$ cat src/rtl/core_inst_queue_if.sv
// Fetch/decode handshake bundle for the instruction queue.
// master = fetch + decode side, slave = the queue itself.
interface core_inst_queue_if #(
    parameter int ATTACHED_INFO_WIDTH    = 32,
    parameter int F2_ATTACHED_INFO_WIDTH = 32
);
    logic                                         flush_i;
    logic [1:0]                                   valid_i;
    logic [1:0][31:0]                             inst_i;
    logic [31:0]                                  pc_i;
    logic [ATTACHED_INFO_WIDTH-1:0]               attached_i;
    logic [F2_ATTACHED_INFO_WIDTH-1:0]            f2_attached_i;
    logic                                         ready_o;
    logic [1:0]                                   valid_o;
    logic [1:0][31:0]                             inst_o;
    logic [1:0][31:0]                             pc_o;
    logic [1:0][ATTACHED_INFO_WIDTH-1:0]          attached_o;
    logic [1:0][F2_ATTACHED_INFO_WIDTH-1:0]       f2_attached_o;
    logic [1:0]                                   ready_i;

    modport master (
        output flush_i, valid_i, inst_i, pc_i, attached_i, f2_attached_i, ready_i,
        input  ready_o, valid_o, inst_o, pc_o, attached_o, f2_attached_o
    );

    modport slave (
        input  flush_i, valid_i, inst_i, pc_i, attached_i, f2_attached_i, ready_i,
        output ready_o, valid_o, inst_o, pc_o, attached_o, f2_attached_o
    );
endinterface

$ cat src/rtl/core_inst_queue.sv
// Instruction queue between fetch F2 and decode: compacts up to two words per
// packet into a circular buffer and presents the two oldest entries to decode.
module core_inst_queue #(
    parameter int DEPTH                  = 8,
    parameter int ATTACHED_INFO_WIDTH    = 32,
    parameter int F2_ATTACHED_INFO_WIDTH = 32
) (
    input  logic              clk,
    input  logic              rst,
    core_inst_queue_if.slave  q
);
    localparam int PTR_W = $clog2(DEPTH);
    localparam logic [PTR_W:0] CNT_ONE = (PTR_W+1)'(1);
    localparam logic [PTR_W:0] CNT_HI  = (PTR_W+1)'(DEPTH-2);

    typedef struct packed {
        logic [31:0]                        inst;
        logic [29:0]                        pc_word;
        logic [ATTACHED_INFO_WIDTH-1:0]     attached;
        logic [F2_ATTACHED_INFO_WIDTH-1:0]  f2_attached;
    } entry_t;

    // Head entries must be visible the cycle after they are written, so the
    // array is read asynchronously.
    entry_t mem [DEPTH];

    logic [PTR_W-1:0] rptr_reg;
    logic [PTR_W-1:0] wptr_reg;
    logic [PTR_W:0]   cnt_reg;
    logic [PTR_W-1:0] wptr_inc;

    logic       push_en;
    logic       push_two;
    logic       pop0;
    logic       pop1;
    logic [1:0] push_cnt;
    logic [1:0] pop_cnt;
    entry_t     slot_wdata [2];
    entry_t     first_wdata;
    logic       unused_pc_bits;

    assign unused_pc_bits = ^q.pc_i[2:0];

    generate
        for (genvar gi = 0; gi < 2; gi++) begin : g_wslot
            assign slot_wdata[gi] = '{
                inst:        q.inst_i[gi],
                pc_word:     {q.pc_i[31:3], (gi == 1)},
                attached:    q.attached_i,
                f2_attached: q.f2_attached_i
            };
        end
    endgenerate

    assign q.ready_o    = (cnt_reg <= CNT_HI);
    assign q.valid_o[0] = (cnt_reg >= CNT_ONE);
    assign q.valid_o[1] = (cnt_reg > CNT_ONE);

    assign push_en  = (|q.valid_i) && q.ready_o && !q.flush_i;
    assign push_two = q.valid_i[0] && q.valid_i[1];
    assign push_cnt = !push_en ? 2'd0 : (push_two ? 2'd2 : 2'd1);

    // A lone slot1 word is compacted down to the write pointer.
    assign first_wdata = q.valid_i[0] ? slot_wdata[0] : slot_wdata[1];
    assign wptr_inc    = wptr_reg + PTR_W'(1);

    assign pop0    = q.ready_i[0] && q.valid_o[0];
    assign pop1    = pop0 && q.ready_i[1] && q.valid_o[1];
    assign pop_cnt = pop1 ? 2'd2 : (pop0 ? 2'd1 : 2'd0);

    always_ff @(posedge clk) begin
        if (rst || q.flush_i) begin
            rptr_reg <= '0;
            wptr_reg <= '0;
            cnt_reg  <= '0;
        end else begin
            rptr_reg <= rptr_reg + PTR_W'(pop_cnt);
            wptr_reg <= wptr_reg + PTR_W'(push_cnt);
            cnt_reg  <= cnt_reg + (PTR_W+1)'(push_cnt) - (PTR_W+1)'(pop_cnt);
        end
    end

    // Data entries are never cleared; the count alone says what is live.
    always_ff @(posedge clk) begin
        if (!rst && push_en) begin
            mem[wptr_reg] <= first_wdata;
            if (push_two) begin
                mem[wptr_inc] <= slot_wdata[1];
            end
        end
    end

    generate
        for (genvar gi = 0; gi < 2; gi++) begin : g_rslot
            logic [PTR_W-1:0] ridx;
            assign ridx                = rptr_reg + PTR_W'(gi);
            assign q.inst_o[gi]        = mem[ridx].inst;
            assign q.pc_o[gi]          = {mem[ridx].pc_word, 2'b00};
            assign q.attached_o[gi]    = mem[ridx].attached;
            assign q.f2_attached_o[gi] = mem[ridx].f2_attached;
        end
    endgenerate
endmodule

$ cat src/flat_wrapper.sv
// flat-port wrapper written by rule: the top's interface ports become plain ports
module core_inst_queue_flat 
#(
    parameter int DEPTH                  = 8,
    parameter int ATTACHED_INFO_WIDTH    = 32,
    parameter int F2_ATTACHED_INFO_WIDTH = 32
)
  (clk, rst, q_flush_i, q_valid_i, q_inst_i, q_pc_i, q_attached_i, q_f2_attached_i, q_ready_i, q_ready_o, q_valid_o, q_inst_o, q_pc_o, q_attached_o, q_f2_attached_o);
  core_inst_queue_if #(.ATTACHED_INFO_WIDTH(ATTACHED_INFO_WIDTH), .F2_ATTACHED_INFO_WIDTH(F2_ATTACHED_INFO_WIDTH)) q_i ();
  input  logic clk;
  input  logic rst;
  input wire logic [$bits(q_i.flush_i)-1:0] q_flush_i;
  input wire logic [$bits(q_i.valid_i)-1:0] q_valid_i;
  input wire logic [$bits(q_i.inst_i)-1:0] q_inst_i;
  input wire logic [$bits(q_i.pc_i)-1:0] q_pc_i;
  input wire logic [$bits(q_i.attached_i)-1:0] q_attached_i;
  input wire logic [$bits(q_i.f2_attached_i)-1:0] q_f2_attached_i;
  input wire logic [$bits(q_i.ready_i)-1:0] q_ready_i;
  output wire logic [$bits(q_i.ready_o)-1:0] q_ready_o;
  output wire logic [$bits(q_i.valid_o)-1:0] q_valid_o;
  output wire logic [$bits(q_i.inst_o)-1:0] q_inst_o;
  output wire logic [$bits(q_i.pc_o)-1:0] q_pc_o;
  output wire logic [$bits(q_i.attached_o)-1:0] q_attached_o;
  output wire logic [$bits(q_i.f2_attached_o)-1:0] q_f2_attached_o;
  assign q_i.flush_i = q_flush_i;
  assign q_i.valid_i = q_valid_i;
  assign q_i.inst_i = q_inst_i;
  assign q_i.pc_i = q_pc_i;
  assign q_i.attached_i = q_attached_i;
  assign q_i.f2_attached_i = q_f2_attached_i;
  assign q_i.ready_i = q_ready_i;
  assign q_ready_o = q_i.ready_o;
  assign q_valid_o = q_i.valid_o;
  assign q_inst_o = q_i.inst_o;
  assign q_pc_o = q_i.pc_o;
  assign q_attached_o = q_i.attached_o;
  assign q_f2_attached_o = q_i.f2_attached_o;
  core_inst_queue #(.DEPTH(DEPTH), .ATTACHED_INFO_WIDTH(ATTACHED_INFO_WIDTH), .F2_ATTACHED_INFO_WIDTH(F2_ATTACHED_INFO_WIDTH)) u_core (.clk(clk), .rst(rst), .q(q_i));
endmodule
$ cat config.mk
export PLATFORM = sky130hd
export DESIGN_NAME = core_inst_queue_flat
export DESIGN_NICKNAME = d
export VERILOG_FILES = /design/src/rtl/core_inst_queue_if.sv /design/src/rtl/core_inst_queue.sv /design/src/flat_wrapper.sv
export SDC_FILE = /design/constraint.sdc
export NUM_CORES = 2
export LEC_CHECK = 0
export CAP_MARGIN = 20
export CORE_MARGIN = 2
export CORE_UTILIZATION = 50
export DETAILED_ROUTE_END_ITERATION = 8
export PLACE_DENSITY_LB_ADDON = 0.05
export SLEW_MARGIN = 20
export SYNTH_ARGS = -nofsm -noshare
export SYNTH_HDL_FRONTEND = slang
export SYNTH_SLANG_ARGS = --single-unit
$ cat constraint.sdc
create_clock -name clk -period 6 [get_ports clk]
set_input_delay 1.5 -clock clk [delete_from_list [all_inputs] [get_ports clk]]
set_output_delay 1.5 -clock clk [all_outputs]
set_load 0.005 [all_outputs]
==> results.ini <==
[worst_setup_path]
criticalPathCategory = reg -> out
worstPathRequired_ns = 4.50
end_kind = output pin
reg2reg_from = u_core.wptr_reg[0]
crit_start = u_core.rptr_reg[1]
cp_data_arrival_time_ns = 3.77
path_max_fanout = 34
start_kind = flop

[route]
vias_per_cell = 6.82
firstDrtPassIters = 5
wl_per_cell_um = 32.8
drc = 0
vias = 34700
ant_nets = 0
wl_mm = 167
drt_iter0_markers = 3454

[logic_synthesis]
synth_area_leader_cell = edfxtp_1
ys_ff_latch = 1018
synth_area_leaders = edfxtp_1 55%, mux4_2 21%, and3_1 8.5%
syn_area_um2 = 54900
yosys_warnings = 0
synthDistinctLibCells = 53
synth-edff-count = 1000
synth_cells = 3364
ys_async_sr_fraction_pct = 0
synth-seq-area-share_pct = 55.4
netlist.area_leader.share_pct = 54.7
avgSynthCellArea_um2 = 16.3
yosys_most_used_dff = edfxtp_1

[grt]
grt_pass1_vias = 36400
grt_pass1_wl_mm = 241
grt_max_degree = 361
grt.total_usage_pct = 29.5
grt_antenna_before_repair = 21
overflow = 0

[job]
cap_viol_max_count = 0

[power]
intPower_w = 0.0135
p_leak_nw = 23.4
p_per_area_nw_per_um2 = 290
switching_share_pct = 26.7
clkPwrFrac_pct = 35.2
combPwrFrac_pct = 21.5
peakVddDrop_mv = 0.183
p_sw_w = 0.00492
total_power_w = 0.0184
power_frac_seq_pct = 43.4

[cells_and_area]
final_area_um2 = 63600
layout_commonest_cell = edfxtp_1
layout_common_cells = 1,000 x edfxtp_1, 749 x and3_1, 504 x mux4_2
largest_register_ff_count = 1008
final_net_count = 3758
post-route-util_pct = 58.4
areaGrowthSynthToFinish_pct = 15.8
drive_above_1_share_pct = 27.9

[floorplanning]
io_pins = 426
die_h_um = 335
std_cell_rows = 121
coreArea_um2 = 109000
dieArea_um2 = 112000
initial_core_util_pct = 50.4
die_w_um = 335

[clock_network]
cts_made_buffers = 112
cts_tree = built
clock_sinks = 1018
clk_latency_ns = 0.70
clk_pin_slew_ns = 0.06
holdBufCountCts = 0
cts_buffer_depth = 3
clockRootBuffer = clkbuf_16
htree_levels = 3
ctsResizeCount = 0
cts_setup_buffers = 0

[timing]
hold_viol_final = 0
setup_viol = 0
min_period_ns = 5.27
tightest_slew_ns = 1.18
max_freq_mhz = 190
maxSlewHeadroom_pct = 21.6
slew_viol_final = 0
period_share_pct = 87.9
holdWs_ns = 0.507
finClkSkew_ns = 0.0260
rsz0062_at_grt = false
final.setup.tns_ns = 0

[place]
dpl.hpwl_mm = 89.0
gp_congestion = 0.772
dpl-instance-area_um2 = 60100
port_buffers = 418

[hold_path]
min_from = u_core.mem[1][64]
hold_class = reg -> reg

[outcome]
outcome = finished, final reports clean

power groups by stage:
stage	Clock (W)	Sequential [W]	Combinational [W]
2_1_floorplan	0	0.00812	0.00236
3_3_place_gp	0	0.00812	0.00390
3_5_place_dp	0	0.00814	0.00395
4_1_cts	0.00657	0.00799	0.00397
5_1_grt	0.00684	0.00800	0.00422
6_report	0.00648	0.00799	0.00396
metal layers:
metal  track usage, %  up-vias  part of all wire [%]
met5                0        -                 0.095
met4             9.04       28                   2.7
met3             6.16      278                   8.5
met2             49.6     1589                    50
met1             38.6    18300                    39
li1                 -    14500                     -
cells by family after synthesis:
logic type | count (synthesis) | synth area share [%]
adder cells (fa/ha/maj) | 15 | 0.397
XOR/XNOR | 8 | 0.128
AND/OR/NAND/NOR | 826 | 9.36
flip-flops | 1018 | 55.4
other | 1 | 0.00683
AO/OA/AOI/OAI | 289 | 4.63
multiplexers | 788 | 26.4
buffers and inverters | 419 | 3.67
worst paths after layout:
kind / endpoint / slack, ns / cells past startpoint
hold reg to reg: u_core.mem[1][64] / 0.51 / 1
setup reg to reg: u_core.mem[4][31] / 2.29 / 7
hold / removal: u_core.mem[1][64] / 0.51 / 1
setup / recovery: q_pc_o[30] / 0.73 / 5
cell type report:
type / count / area, um2
diodes: 8 / 20.0
multi-input cells: 1930 / 22600
repair buffers: 500 / 5300
inverters: 14 / 52.6
clock inverters: 65 / 410
well taps: 1414 / 1770
flip-flops and latches: 1018 / 30400
clock buffers: 140 / 2990
fillers: 8314 / 45300
cell usage after synthesis (5+ instances only):
cell type  instances
inv_1             14
clkbuf_2          10
nor2_1            17
ha_1              11
o2bb2ai_1        256
xnor2_1            5
mux2_2           252
buf_2            238
nand3_2            6
edfxtp_1        1000
buf_4             27
a211o_1            8
buf_1             52
mux4_2           504
nor3_1             9
and3_1           749
mux2i_1           32
dfxtp_1           18
clkbuf_1          74
and2_1            14
nand2_1           12
metrics by stage:
stage | worst slack, ns | instances
2_1_floorplan | 0.0475 | 3367
5_1_grt | 0.511 | 5085
3_5_place_dp | 1.06 | 4875
4_1_cts | 0.595 | 5080
6_report | 0.726 | 5089
3_3_place_gp | 1.09 | 4875
worst max-delay path, stage by stage (launching register included):
cell             delay (ns)
dfxtp_4                0.42
buf_4                  0.49
buf_4                  0.70
mux4_2                 0.60
mux2_2                 0.28
clkdlybuf4s50_1        0.54
No activity file was read; power rests on OpenSTA's default activity.
